**src/rtl/imem_fetch_unit.sv**
```systemverilog
// Instruction fetch from a small programmable word memory: registered 1-cycle response,
// misaligned/out-of-range fault reporting, stall-and-hold backpressure, consumed-response counter.
module imem_fetch_unit #(
   parameter int DEPTH = 16,
   parameter int AW    = 32
) (
   input  logic          clk,
   input  logic          reset,
   input  logic          req_valid,
   input  logic [AW-1:0] req_addr,
   output logic          req_ready,
   output logic          rsp_valid,
   input  logic          rsp_ready,
   output logic [31:0]   rsp_inst,
   output logic [1:0]    rsp_fault,
   input  logic          prog_we,
   input  logic [AW-1:0] prog_addr,
   input  logic [31:0]   prog_data,
   output logic [15:0]   fetch_count
);
   localparam int IW = $clog2(DEPTH);
   localparam logic [AW-1:0] LIMIT = AW'(4 * DEPTH);
   localparam logic [1:0] F_OK  = 2'b00;
   localparam logic [1:0] F_MIS = 2'b01;
   localparam logic [1:0] F_OOR = 2'b10;

   function automatic logic [31:0] init_word(input int idx);
      case (idx)
         0:       return 32'h0022_1825;
         1:       return 32'h24A4_0015;
         2:       return 32'hACE6_0005;
         3:       return 32'h1128_0007;
         default: return 32'h0000_0000;
      endcase
   endfunction

   // Misalignment is tested first so it wins over out-of-range.
   function automatic logic [1:0] classify(input logic [AW-1:0] addr);
      if (addr[1:0] != 2'b00) return F_MIS;
      if (addr >= LIMIT)      return F_OOR;
      return F_OK;
   endfunction

   logic [31:0]   mem [DEPTH];
   logic [IW-1:0] req_idx;
   logic [IW-1:0] prog_idx;
   logic [1:0]    req_fault;
   logic          prog_hit;
   logic          accept;

   logic          vld_p1;
   logic [31:0]   inst_p1;
   logic [1:0]    fault_p1;
   logic [15:0]   count;

   assign req_idx   = req_addr[IW+1:2];
   assign prog_idx  = prog_addr[IW+1:2];
   assign req_fault = classify(req_addr);
   assign prog_hit  = prog_we && (classify(prog_addr) == F_OK);
   assign req_ready = !vld_p1 || rsp_ready;
   assign accept    = req_valid && req_ready;

   // Memory words are never touched by reset; the read below sees the pre-write word.
   for (genvar i = 0; i < DEPTH; i++) begin : g_word
      logic [31:0] word = init_word(i);
      always_ff @(posedge clk) begin
         if (prog_hit && prog_idx == IW'(i))
            word <= prog_data;
      end
      assign mem[i] = word;
   end

   // Stage p1: registered response, held while the consumer stalls
   always_ff @(posedge clk) begin
      if (reset) begin
         vld_p1   <= 1'b0;
         inst_p1  <= '0;
         fault_p1 <= F_OK;
      end else if (accept) begin
         vld_p1   <= 1'b1;
         fault_p1 <= req_fault;
         inst_p1  <= (req_fault == F_OK) ? mem[req_idx] : 32'h0000_0000;
      end else if (rsp_ready) begin
         vld_p1   <= 1'b0;
      end
   end

   always_ff @(posedge clk) begin
      if (reset)
         count <= '0;
      else if (vld_p1 && rsp_ready)
         count <= count + 16'd1;
   end

   assign rsp_valid   = vld_p1;
   assign rsp_inst    = inst_p1;
   assign rsp_fault   = fault_p1;
   assign fetch_count = count;
endmodule

```
**config.mk**
```make
export PLATFORM = sky130hd
export DESIGN_NAME = imem_fetch_unit
export DESIGN_NICKNAME = d
export VERILOG_FILES = /design/src/rtl/imem_fetch_unit.sv
export SDC_FILE = /design/constraint.sdc
export NUM_CORES = 1
export LEC_CHECK = 0
export ABC_AREA = 0
export CAP_MARGIN = 20
export CORE_MARGIN = 1.5
export CORE_UTILIZATION = 45
export CTS_CLUSTER_SIZE = 20
export DETAILED_ROUTE_END_ITERATION = 10
export SKIP_CTS_REPAIR_TIMING = 1
export SLEW_MARGIN = 20
export SYNTH_ARGS = -nofsm -noshare
export SYNTH_HDL_FRONTEND = slang
export SYNTH_SLANG_ARGS = --single-unit
```
**constraint.sdc**
```tcl
create_clock -name clk -period 10.3 [get_ports clk]
set_input_delay 3.09 -clock clk [delete_from_list [all_inputs] [get_ports clk]]
set_output_delay 3.09 -clock clk [all_outputs]
set_load 0.005 [all_outputs]
```
# Yosys cells after proc, flatten, opt, wreduce, memory -nomap -nowiden
# Cells that the tools add are included.
# op_classes
n_addsub,1
mul,0
n_div,0
magnitude_cmp,3
n_eq_ne,15
shift,0
mux,20
bitwise_logic,1
n_reduce_logical,27
# ops
cell,n
$bmux W32 S4,1
$mux W32,3
$ge A32 B7 Y1 const B,2
$eq A4 B4 Y1 const B,8
$logic_and A1 B1 Y1,19
$add A16 B1 Y16 const B,1
$eq A4 B3 Y1 const B,4
$mux W2,8
$eq A4 B2 Y1 const B,2
$mux W1,8
$reduce_bool A2 Y1,3
$ge A5 B5 Y1 const B,1
$not A4 Y5,1
$eq A4 B1 Y1 const B,1
$logic_not A2 Y1,2
$logic_not A4 Y1,1
$logic_not A1 Y1,1
$logic_or A1 B1 Y1,1
# word_totals
regBits,563
latch_bits,0
mem_bits_rw,0
rom_bits,0
inputBits,101
output_inout_bits,52
word_cells,87
memories,0

# Depth between registers and ports, before layout
# depth
depth_word,8
depth_mapped,7
ltp_nobuf,5

# Least setup slack after synthesis
# Ideal clock, no wire load.
# synth_timing
path_type,in2reg
start,input prog_addr[16]
end,"register g_word[3].word[0], enable pin"
setup_time_ns,0.468
arrival_ns,6.219
t_required_ns,9.832
setup_slack_ns,3.613
path_stages,4
n_path_buf,0
cell_sequence,nor4b_1 and4_1 and4_1 nor3b_1
# synth_between
elab_chain_len,8
word_cells_on_any_way,9
cone_classes,order compare: 1; mux: 5; reduce/logical: 3
# synth_lines
element,line_no,source
from (decl),17,"input logic [AW-1:0] prog_addr,"
$ge A32 B7 Y1 (*),40,if (addr >= LIMIT) return F_OOR;
$mux W1 (2 in series),40,
$mux W2 (*),41,return F_OK;
$mux W2 (*),40,
$logic_not A2 Y1 (*),59,assign prog_hit = prog_we && (classify(prog_addr) == F_OK);
$logic_and A1 B1 Y1 (*),59,
$logic_and A1 B1 Y1 (*),67,if (prog_hit && prog_idx == IW'(i))
to (signal assigned),68,word <= prog_data;
to (decl),65,logic [31:0] word = init_word(i);
# Mark *: on every way between the ends. The rest lies on a longest branch, timed or not. The select of a mux whose other input is x is not followed.
# A chain may end at the register's enable or synchronous reset.

# Final worst setup path
# layout_timing
start,input rsp_ready
end,output req_ready
# layout_between
elab_chain_len,1
# layout_lines
element,line_no,source
from (decl),13,"input logic rsp_ready,"
$logic_or A1 B1 Y1,60,assign req_ready = !vld_p1 || rsp_ready;
to (decl),11,"output logic req_ready,"
# Every way passes these cells.

==> metrics.txt <==
nets roughly 1400; RD Place Congestion roughly 0.7; Crit Path Class primary input to output port; r2r endpoint rsp_inst[1]$_SDFFE_PP0P_; sequential area share after synthesis 0.743; reg2reg path depth 4; DR pass1 iterations 5; Multi-input gate area 0.00545 sq mm; FF-to-FF setup slack 8.18 ns; Detail Route Antenna Nets 0; CTS sink cnt ~560; Worst R2R Start rsp_valid$_SDFFE_PP0P_; input/output buffers between 150 and 200; register area ~0.016 sq mm; global-route wire length before repair 72400 um; Slew headroom 0.0714; commonest non-fill, non-tap cell in the layout edfxtp_1; Die X 225 um; number of synthesized flops with an enable pin between 500 and 600; IO Pins ~150; sw power 934 uW; Reg power frac 0.530; share of layout cells above drive strength 1 0.253; Avg Inst Size Synth roughly 19 sq um; Initial Util 0.460; max-cap violations 0; Max Slew Vio Count 0; Yosys top cell by area edfxtp_1; synth top area cells edfxtp_1 (70%), mux2_2 (6.6%), mux4_2 (6.5%), dfxtp_1 (4.6%), o31ai_2 (1.7%); Setup TNS Final 0 ns; Die Y 225 um; critical path peak fanout 7; arrival time at the worst endpoint 4.59 ns; Peak Freq roughly 130 MHz; commonest cells after routing, fill and taps aside edfxtp_1 (512), clkdlybuf4s50_1 (148), mux2_2 (129), mux4_2 (64), clkbuf_16 (59); Mapped Cells between 1000 and 1500; DR DRC count 0; vias in the first global route 11700; maximum clock insertion buffer count 3; Synth cell types 46; RSZ-0062 raised after global routing no; total wire length 48200 um; routed vias/inst roughly 5.6; CTS tree done; clk_skew roughly 0.015 ns; Critical Path Sink Type output port; Vias 11300; synth warn 0; worst ir drop on vdd between 0.1 and 0.15 mV; Hold/Removal Path Class flop to flop; grt total ovfl 0; switching part of the total 0.199; Final period util 0.746; Placed Instance Area between 0.02 and 0.025 sq mm; H-tree levels 2; routed wire length per instance 24.0 um; Die ar. between 0.05 and 0.06 sq mm; Root Driver clkbuf_16; P&R area growth vs syn 18.5%; hold path endpoint rsp_inst[21]$_SDFFE_PP0P_; FFs w/ async S/R, synth 0; cell area after layout 0.0262 sq mm; Gate power share 0.046; clock latency on the worst-skew pair around 0.60 ns; Power Dens Cells between 150 and 200 mW/mm^2; #FFs+latches synth between 500 and 600; Post-Syn Area about 0.022 sq mm; crit path launch type primary input; final setup vio count 0; predominant post-synthesis flop cell edfxtp_1; FP Rows 80; Worst Hold Depth 2; TritonCTS Buffers 57; largest net degree at the start of global routing approximately 160; clock transition at the registers of the reported paths 0.06 ns; Crit path required time between 7 and 8 ns; overall global routing resource usage 0.194; clock share of power 0.424; HP Start rsp_inst[21]$_SDFFE_PP0P_; Tightest Pin Transition 1.39 ns; Final HPWL DP around 25000 um; final hold vios 0; Synthesized Nets about 1300; Pint 3.77 mW; core area ~0.048 sq mm; Iteration-0 DRC Markers roughly 1100; initial antenna violation count 2; Synth top area share 0.696; LEAKAGE ~8.3 nW; Tmin final roughly 7.7 ns; outcome completed; Fill cells between 3000 and 4000
==> cell usage after synthesis, types with 3 or more instances <==
| library cell | instances |
|---|---|
| edfxtp_1 | 512 |
| mux2_2 | 129 |
| mux4_2 | 64 |
| dfxtp_1 | 51 |
| and2_1 | 47 |
| a21oi_1 | 43 |
| nand2_1 | 40 |
| a222oi_1 | 32 |
| mux2i_1 | 32 |
| clkbuf_1 | 31 |
| o31ai_2 | 30 |
| nor2_1 | 25 |
| and2_0 | 18 |
| nor4_1 | 15 |
| buf_2 | 14 |
| buf_1 | 13 |
| nand3_1 | 7 |
| inv_1 | 6 |
| nor3_1 | 6 |
| or3_1 | 6 |
| xnor2_1 | 6 |
| o31ai_1 | 4 |
| and4_1 | 3 |
| buf_12 | 3 |
| nand2b_1 | 3 |
| nand4_1 | 3 |
| nor2b_1 | 3 |
| o21ai_0 | 3 |
==> state kept, by name (all words and copies together), names as in the netlist <==
signal       flops
rsp_fault        2
rsp_valid        1
g_word.word    512
rsp_inst        32
fetch_count     16
==> cell families (layout without fill, tap and decap cells) <==
family	after synthesis	after routing	share of synthesized area
other cells	0	1	0
mux	225	225	0.146
fa+ha+maj	1	1	0.000567
flops	563	563	0.743
compound gates	115	115	0.0445
simple gates	189	189	0.0473
xor+xnor	8	8	0.00317
buf+inv	72	288	0.0163
==> final cells by class <==
type | count | area share
Multi-Input combinational cell | 538 | 0.208
Clock inverter | 21 | 0.00670
Clock buffer | 86 | 0.0630
Sequential cell | 563 | 0.627
Antenna cell | 1 | 0.0000957
Inverter | 6 | 0.000861
Tap cell | 615 | 0.0294
Timing Repair Buffer | 175 | 0.0649
==> how the worst max path moves through the flow <==
| stage | to | start | cells after the start | slack (ns) |
|---|---|---|---|---|
| floorplan | g_word[3].word[0]$_DFFE_PP_ | prog_addr[16] | 4 | 3.61 |
| CTS | req_ready | rsp_ready | 3 | 2.61 |
| global placement | req_ready | rsp_ready | 3 | 2.64 |
| finish | req_ready | rsp_ready | 3 | 2.62 |
| global route | req_ready | rsp_ready | 3 | 2.56 |
| detailed placement | req_ready | rsp_ready | 3 | 2.62 |
==> critical path, stage by stage <==
cell	delay (ns)
clkdlybuf4s50_1	0.55
nand2b_1	0.36
clkdlybuf4s50_1	0.58
==> per-stage QoR <==
step / hold slack [ns] / util / instances / worst slack [ns] / power (mW)
6_report: 0.456 / 0.545 / 2005 / 2.62 / 4.70
5_1_grt: 0.483 / 0.544 / 2004 / 2.56 / 4.84
4_1_cts: 0.462 / 0.544 / 2004 / 2.61 / 4.75
3_5_place_dp: 0.448 / 0.507 / 1897 / 2.62 / 2.76
3_3_place_gp: 0.445 / 0.507 / 1897 / 2.64 / 2.75
2_1_floorplan: 0.448 / - / 1173 / 3.61 / 2.65
==> metal layers <==
| layer | global-route usage | wire [um] |
|---|---|---|
| met1 | 0.261 | 20900 |
| met2 | 0.334 | 24100 |
| met3 | 0.0283 | 2250 |
| met4 | 0.0496 | 903 |
| met5 | 0 | 11 |
==> power by group through the flow <==
| stage | registers [mW] | clock network, mW | logic (mW) |
|---|---|---|---|
| after floorplan | 2.54 | 0 | 0.114 |
| after global placement | 2.54 | 0 | 0.215 |
| after detailed placement | 2.54 | 0 | 0.218 |
| after CTS | 2.49 | 2.04 | 0.218 |
| after global routing | 2.49 | 2.12 | 0.232 |
| final | 2.49 | 1.99 | 0.215 |
Power figures use the tool's default switching activity.
==> edit (same settings) <==
Reset style: asynchronous (`reset`), changed in 2 clocked blocks.
--- a/src/rtl/imem_fetch_unit.sv
+++ b/src/rtl/imem_fetch_unit.sv
@@ -72,5 +72,5 @@
 
    // Stage p1: registered response, held while the consumer stalls
-   always_ff @(posedge clk) begin
+   always_ff @(posedge clk or posedge reset) begin
       if (reset) begin
          vld_p1   <= 1'b0;
@@ -86,5 +86,5 @@
    end
 
-   always_ff @(posedge clk) begin
+   always_ff @(posedge clk or posedge reset) begin
       if (reset)
          count <= '0;
Behaviour: not the same (a bounded check fails within 4 cycles, from zero or initial values and one cycle with reset high; the reset may be asserted at any time).
==> edit against the unedited design <==
Area after synthesis shrank 1.9%; clock skew is 1.2 ps lower; sequential cell count stayed put; largest cell class unchanged; register-to-register slack better by 370 ps; final area fell by 1.5%; worst setup slack improved by 240 ps; wire length decreased by 6.0%; power is 1.6% higher.
==> edit: results (changes against the unedited design) <==
## Worst setup path
• **worst-path fanout max** 4, -3
• **slowest cell on the critical path** clkdlybuf4s50_1
• **Critical Path AT** 4340 ps, -250 ps
• **Crit path largest cell delay** 540 ps, -40 ps

## Finish
• **count of nets after finishing** 1254, -13%
• **share of layout cells above drive strength 1** 0.217, -0.0368
• **Filler Cell Count** 3680, -3.0%
• **post-route non-filler standard cell count** 1815, -9.5%
• **Most flops, register** g_word.word
• **diode count** 0, -1
• **max reg flops** 512, unchanged

## Routing
• **first-iteration detailed-routing DRC count** 696, -34%
• **Vias/cell** 5.59, -0.43%
• **per-cell routed wire length** 24.9 um, +3.8%

## Placed design
• **Area after DPL** 23900 um2, -1.7%
• **final estimated routing congestion in global placement** 0.732, +2.1%
• **worst setup slack before clock tree synthesis** 2920 ps, +302 ps
• **placed wire-length estimate after detailed placement** 22700 um, -9.6%
• **Placed Instances** 1708, -10%

## Synthesis
• **average footprint of a synthesized cell** 22.5 um2, +19%
• **top flip-flop cell by instance count after synthesis** edfxtp_1
• **net count of the mapped netlist** 1065, -16%
• **number of unique standard cell types used by synthesis** 32, -30%
• **sequential cell area fraction in the yosys report** 0.769, +0.0264
• **number of flops mapped to enable cells by yosys** 512, unchanged
• **asr flop ratio synth** 0.0906, +0.0906
• **largest cells by area after synthesis** edfxtp_1 (71%), mux4_2 (13%), dfrtp_1 (5.9%)
• **most common library cells after synthesis** edfxtp_1 (512), mux4_2 (128), mux2i_1 (96), dfrtp_1 (51), a22o_1 (32)

## Timing
• **Layout Skew** 13.5 ps, -1.18 ps
• **slew of the pin with the lowest slew margin** 959 ps, -434 ps

## Global routing
• **via count of the first global-routing pass** 10700, -8.7%
• **wire length of the first global-routing pass** 67600 um, -6.6%
• **maximum number of pins on one net before global-route repair** 52, -68%
• **global-route total usage across every layer** 0.188, -0.00647

## Power and ir drop
• **Leak** 8.58 nW, +3.3%
• **peak supply drop** 0.119 mV, -17%

## CTS
• **number of buffers created by CTS** 57, unchanged

## Outcome
• **outcome** finished clean

edit: cell count changes after synthesis, moves of 43 or more:
| cell | change |
|---|---|
| a21oi_1 | -43 |
| and2_1 | -45 |
| dfrtp_1 | +51 |
| dfxtp_1 | -51 |
| mux2_2 | -128 |
| mux2i_1 | +64 |
| mux4_2 | +64 |
edit: logic make-up (layout without fill, tap and decap cells):
family / Yosys count / in the layout / synth area share
buffers and inverters: 49 / 286 / 0.0138
adder cells (fa/ha/maj): 1 / 1 / 0.000578
AND/OR/NAND/NOR: 76 / 76 / 0.0191
AO/OA/AOI/OAI: 34 / 34 / 0.0135
XOR/XNOR: 15 / 15 / 0.00607
flip-flops: 563 / 563 / 0.769
multiplexers: 225 / 225 / 0.178
edit: layout make-up:
type                            instances  area, um2  share of cell area
Clock buffer                           80       1640              0.0634
Clock inverter                         27        206             0.00801
Inverter                                2       7.51            0.000291
Multi-Input combinational cell        351       4810               0.187
Sequential cell                       563      16700               0.646
Tap cell                              615        769              0.0298
Timing Repair Buffer                  177       1700              0.0661
edit: path summary, 6_finish.rpt:
kind                       depth (start not counted)             from         endpoint  slack [ps]
max in group asynchronous                          3            reset      rsp_inst[3]        6640
hold / removal                                     1  fetch_count[15]  fetch_count[15]         480
min in group asynchronous                          3            reset  fetch_count[13]        3080
hold reg to reg                                    1  fetch_count[15]  fetch_count[15]         480
setup reg to reg                                   5        rsp_valid      rsp_inst[1]        8550
setup / recovery                                   3        rsp_ready        req_ready        2870
edit: power by group:
part	internal (W)	switching [W]
combinational	0.000129	0.000118
sequential	0.00250	0.0000145
clock	0.00118	0.000830
edit: metrics by stage:
step                      hold slack (ps)  power [W]
after floorplan                       468    0.00270
after global placement                465    0.00281
after detailed placement              466    0.00282
after CTS                             479    0.00483
after global routing                  496    0.00493
final                                 476    0.00477
edit: metal layers:
layer  GRT usage  part of all wire
met1       0.257              0.43
met2       0.315              0.50
met3      0.0319             0.049
met4      0.0500             0.018
met5           0           0.00055
